[config.mk]
export PLATFORM = sky130hd
export DESIGN_NAME = req_resp_responder
export DESIGN_NICKNAME = d
export VERILOG_FILES = /design/src/rtl/req_resp_responder.sv
export SDC_FILE = /design/constraint.sdc
export NUM_CORES = 1
export LEC_CHECK = 0
export CAP_MARGIN = 20
export CORE_ASPECT_RATIO = 1.5
export CORE_MARGIN = 3
export CORE_UTILIZATION = 41
export DETAILED_ROUTE_END_ITERATION = 10
export GPL_TIMING_DRIVEN = 0
export PLACE_DENSITY = 0.72
export SLEW_MARGIN = 15
export SYNTH_ARGS = -nofsm -noshare
export SYNTH_HDL_FRONTEND = slang
export SYNTH_SLANG_ARGS = --single-unit
[constraint.sdc]
create_clock -name clk -period 1.2 [get_ports clk]
set_input_delay 0.12 -clock clk [delete_from_list [all_inputs] [get_ports clk]]
set_output_delay 0.12 -clock clk [all_outputs]
set_load 0.05 [all_outputs]
[src/rtl/req_resp_responder.sv]
// Responder side of a req/resp handshake: each request is answered 1 or 2 cycles later, with its tag echoed.
// Define RESP_CHECK_EN to compile the embedded latency, occupancy and ordering assertions.
module req_resp_responder #(
  parameter int TAG_W = 4,
  parameter int CNT_W = 8
) (
  input  logic             clk,
  input  logic             rst,
  input  logic             req,
  input  logic [TAG_W-1:0] req_tag,
  input  logic             slow,
  output logic             resp,
  output logic [TAG_W-1:0] resp_tag,
  output logic [1:0]       pending,
  output logic [CNT_W-1:0] resp_cnt
);

  // s1 is due on the next edge, s2 on the one after.
  logic             r_s1_v;
  logic             r_s2_v;
  logic [TAG_W-1:0] r_s1_tag;
  logic [TAG_W-1:0] r_s2_tag;

  logic             w_s1_v_n;
  logic             w_s2_v_n;
  logic [TAG_W-1:0] w_s1_tag_n;

  // A fast request that meets an occupied s2 is demoted into s2 while s2 advances into s1.
  // This keeps at most one response due per cycle.
  always_comb begin
    w_s1_v_n   = r_s2_v | (req & ~slow);
    w_s1_tag_n = r_s2_v ? r_s2_tag : req_tag;
    w_s2_v_n   = req & (slow | r_s2_v);
  end

  // NOTE: state uses non-blocking assignments so every register samples pre-edge values.
  always_ff @(posedge clk or posedge rst) begin
    if (rst) begin
      r_s1_v   <= 1'b0;
      r_s2_v   <= 1'b0;
      r_s1_tag <= '0;
      r_s2_tag <= '0;
      resp     <= 1'b0;
      resp_tag <= '0;
      resp_cnt <= '0;
    end else begin
      r_s1_v   <= w_s1_v_n;
      r_s1_tag <= w_s1_tag_n;
      r_s2_v   <= w_s2_v_n;
      r_s2_tag <= req_tag;
      resp     <= r_s1_v;
      resp_tag <= r_s1_v ? r_s1_tag : '0;
      if (resp && (resp_cnt != {CNT_W{1'b1}})) begin
        resp_cnt <= resp_cnt + CNT_W'(1);
      end
    end
  end

  assign pending = {1'b0, r_s1_v} + {1'b0, r_s2_v};

`ifdef RESP_CHECK_EN
  // Shadow FIFO of outstanding tags, used only to check response ordering.
  logic [TAG_W-1:0] r_chk_q [4];
  logic [2:0]       r_chk_cnt;
  logic [TAG_W-1:0] w_chk_q_n [4];
  logic [2:0]       w_chk_cnt_n;

  always_comb begin
    w_chk_q_n   = r_chk_q;
    w_chk_cnt_n = r_chk_cnt;
    if (resp && (w_chk_cnt_n != 3'd0)) begin
      for (int i = 0; i < 3; i++) begin
        w_chk_q_n[i] = w_chk_q_n[i+1];
      end
      w_chk_cnt_n = w_chk_cnt_n - 3'd1;
    end
    if (req && (w_chk_cnt_n < 3'd4)) begin
      w_chk_q_n[w_chk_cnt_n[1:0]] = req_tag;
      w_chk_cnt_n                 = w_chk_cnt_n + 3'd1;
    end
  end

  always_ff @(posedge clk or posedge rst) begin
    if (rst) begin
      r_chk_cnt <= '0;
      for (int i = 0; i < 4; i++) begin
        r_chk_q[i] <= '0;
      end
    end else begin
      r_chk_cnt <= w_chk_cnt_n;
      r_chk_q   <= w_chk_q_n;
    end
  end

  // resp is registered, so an assertion sees it one edge after the edge that raised it.
  a_latency: assert property (@(posedge clk) disable iff (rst) req |=> ##[1:2] resp)
    else $error("req not answered within 1..2 cycles at %0t", $time);

  a_pending: assert property (@(posedge clk) disable iff (rst) pending != 2'd3)
    else $error("pending reached 3 at %0t", $time);

  a_order: assert property (@(posedge clk) disable iff (rst)
      resp |-> (r_chk_cnt != 3'd0) && (resp_tag == r_chk_q[0]))
    else $error("resp_tag is not the oldest outstanding tag at %0t", $time);
`endif

endmodule

==> results.md <==
- Psw: around 1.3 mW
- Commonest non-fill, non-tap cell in the layout: buf_4
- Wire length per cell: around 15 microns
- Residual DRC: 0
- Pint: ~1.8 mW
- Area leader, netlist: dfrtp_1
- Largest family of logic cells by synthesized area: simple AND/OR/NAND/NOR gates
- Clock-pin transition on the worst setup and hold timing paths: about 130 ps
- R2r startpoint: resp_cnt[1]
- Rel. slew slack: around 45%
- Startpoint types: register
- Clock Path Buffers: 2
- Synth top area share: 64.8%
- Drt total wl: roughly 2000 microns
- Die Height: ~63 microns
- Crit-path leading delay family: flip-flops
- H-tree levels: 1
- Share of cells above drive strength 1: about three fifths
- Most frequent cells in the layout: buf_4 (19), dfrtp_1 (13), dfrtp_2 (10)
- Top post-synthesis cells by area: dfrtp_1 (65%), mux2_2 (7.6%), and2_1 (2.8%)
- Congestion Overflow GR: 0
- I/O Buffers: 22
- Outcome: finished with violations
- Min Tclk post-route: roughly 1300 ps
- Chip width: between 40 and 50 microns
- NumNets Final: ~120
- Post-DP Area: around 0.0012 sq mm
- Peak VDD IR: 1010 uV
- CP Data Arrival Time: between 1000 and 1500 ps
- Drt first pass iters: 4
- Number of DRC markers in iteration 0: 12
- RSZ-0062 raised after global routing: true
- Power Total: 3.10 mW
- GRT Total Usage: about 15%
- First-pass GRT wire length: about 3000 microns
- Comb pwr share: a little over half
- Worst path slowest cell: dfrtp_2
- Multiplexer share of the synthesized area: a little under a tenth
- Sequential share of power: between 30 and 40%
- Seq cells post-synth: 23
- Synth Area in Adders: about 2.8%
- Setup Skew: around 13 ps
- Fin worst setup slack: -84.3 ps
- CTS Hold Bufs: 0
- Total die area: 0.00277 sq mm
- Dpl ws: -505 ps
- R2r setup slk: -70 ps
- Synthesized area per cell: approximately 14 sq um
- Cell Chain, Critical Path: ha_4 > buf_8
- Clk sinks: 23
- Post-Synth Simple-Gate Area: between 10% and 20%
- Clk_lat worst skew: roughly 310 ps
- Max stage delay on crit path: between 400 and 500 ps
- Clock network power share: roughly 11%
- DP Cell Count: ~110
- Fillers: about 150
- Worst Setup SP: r_s2_v
- Clk root buf: clkbuf_4
- WP buf/inv: 1
- Distinct cells, synth: 23
- Starting Density: 43.3%
- Mapped Area: 888 sq um
- Fmax: between 700 and 800 MHz
- TritonCTS clock tree: done
- Seq. cell area: ~590 sq um
- FP Rows: 20
- Core area: slightly above 0.002 sq mm
- Antenna violations before repair: 0
- Worst-Margin Slew: between 800 and 900 ps
- Final Hold Violating Endpoints: 0
- Leakage: ~0.63 nW
- Via count: between 700 and 800
- Slew Viols, Final: 0
- Vias per std cell: 5.28
- GPL Wtd Cong: 0.790
- Total of max-cap violations: 0
- Hold Path Class: in2async
- Hold_ws: 255 ps
- Layout overhead on the synthesized area: 57.7%
- Sw Ratio: a little over two fifths
- Vias in the first global route: between 600 and 700
- Yosys warns: 0
- IO Pins: 23
- CP Data Required Time: roughly 1100 ps
- Net count after synthesis: 75
- Antenna Nets Post-Route: 0
- WS Path Type: reg2out
- Post-Route Utilization: 68.3%
- # setup viols final: 5
- CTS Buf Count: 3
- Power Density: ~2200 mW/mm^2
- Largest net degree at the start of global routing: 24
- Area of the multi-input gates: 367 sq um
- Mapped Cells: 65
- Tcrit/Tclk final: 107%
- Finished Cell Area: around 0.0014 sq mm
- Post-detail-place hpwl: ~1200 microns
- Critical path capture point type: primary output
- Ant. Diodes: 0
- Failing checks: negative setup slack
- Post-synthesis sequential area ratio: roughly 65%
- Critical path peak fanout: 2
- Synth Area in Compound Gates: between 7 and 8%
- Cell Count, Final, Fillers Out: 133
- XOR/XNOR Fraction of Synth Area: a little under 2%
- Setup TNS: -300 ps
==> power by group through the flow <==
stage | Sequential (mW) | Combinational [mW] | Clock (mW)
floorplan | 1.60 | 0.351 | 0
global placement | 1.17 | 1.14 | 0
detailed placement | 1.19 | 1.16 | 0
CTS | 1.14 | 1.48 | 0.360
global route | 1.16 | 1.70 | 0.392
finish | 1.13 | 1.62 | 0.347
==> registers in the layout (all words and copies together), names as in the netlist <==
name      cells
r_s2_v        1
r_s2_tag      4
r_s1_v        1
resp_tag      4
r_s1_tag      4
resp_cnt      8
resp          1
==> kinds of logic after synthesis <==
logic type	Yosys count
flops	23
simple gates	18
compound gates	9
mux	7
buf+inv	4
xor+xnor	2
fa+ha+maj	2
==> synthesized netlist by cell type <==
| cell | instances |
|---|---|
| nand2b_1 | 1 |
| ha_1 | 2 |
| o2111ai_1 | 1 |
| mux2_4 | 1 |
| nor3_1 | 1 |
| nand3_2 | 1 |
| a21oi_1 | 3 |
| a21o_1 | 1 |
| and2_1 | 4 |
| inv_1 | 4 |
| o211ai_1 | 1 |
| mux2_2 | 6 |
| and3_1 | 1 |
| o21a_1 | 2 |
| nand3_1 | 2 |
| dfrtp_1 | 23 |
| xnor2_1 | 2 |
| and4_4 | 1 |
| nor2_1 | 2 |
| nand4_1 | 2 |
| nand2_1 | 2 |
| o21ai_2 | 1 |
| and4_1 | 1 |
==> path summary, 6_finish.rpt <==
| path | endpoint | cells after the start |
|---|---|---|
| max | pending[0] | 2 |
| min | resp_tag[2] | 2 |
| max reg2reg | resp_cnt[6] | 4 |
| min reg2reg | resp_tag[3] | 1 |
| max in group asynchronous | resp_cnt[2] | 2 |
| min in group clk | r_s2_tag[1] | 1 |
==> layout make-up <==
cell class / instances / share of cell area (%)
Sequential cell: 23 / 42.0
Multi-Input combinational cell: 38 / 26.2
Timing Repair Buffer: 42 / 26.9
Clock buffer: 3 / 1.61
Clock inverter: 1 / 0.357
Inverter: 4 / 1.07
Tap cell: 22 / 1.96
==> routing by layer <==
layer	global-route usage, %	up-vias	share of wire, %	routed length [microns]
li1	-	322	-	-
met1	16.5	336	38	747
met2	25.2	34	53	1050
met3	2.31	10	5.9	118
met4	7.55	0	3.7	74
met5	0	-	0	0
==> repair_timing <==
item	4_1_cts	5_1_grt
resized for setup	87	6
pin swaps	8	4
gates cloned	0	0
setup buffers	16	4
endpoints found under the setup margin	18	13
Power figures use the tool's default switching activity.
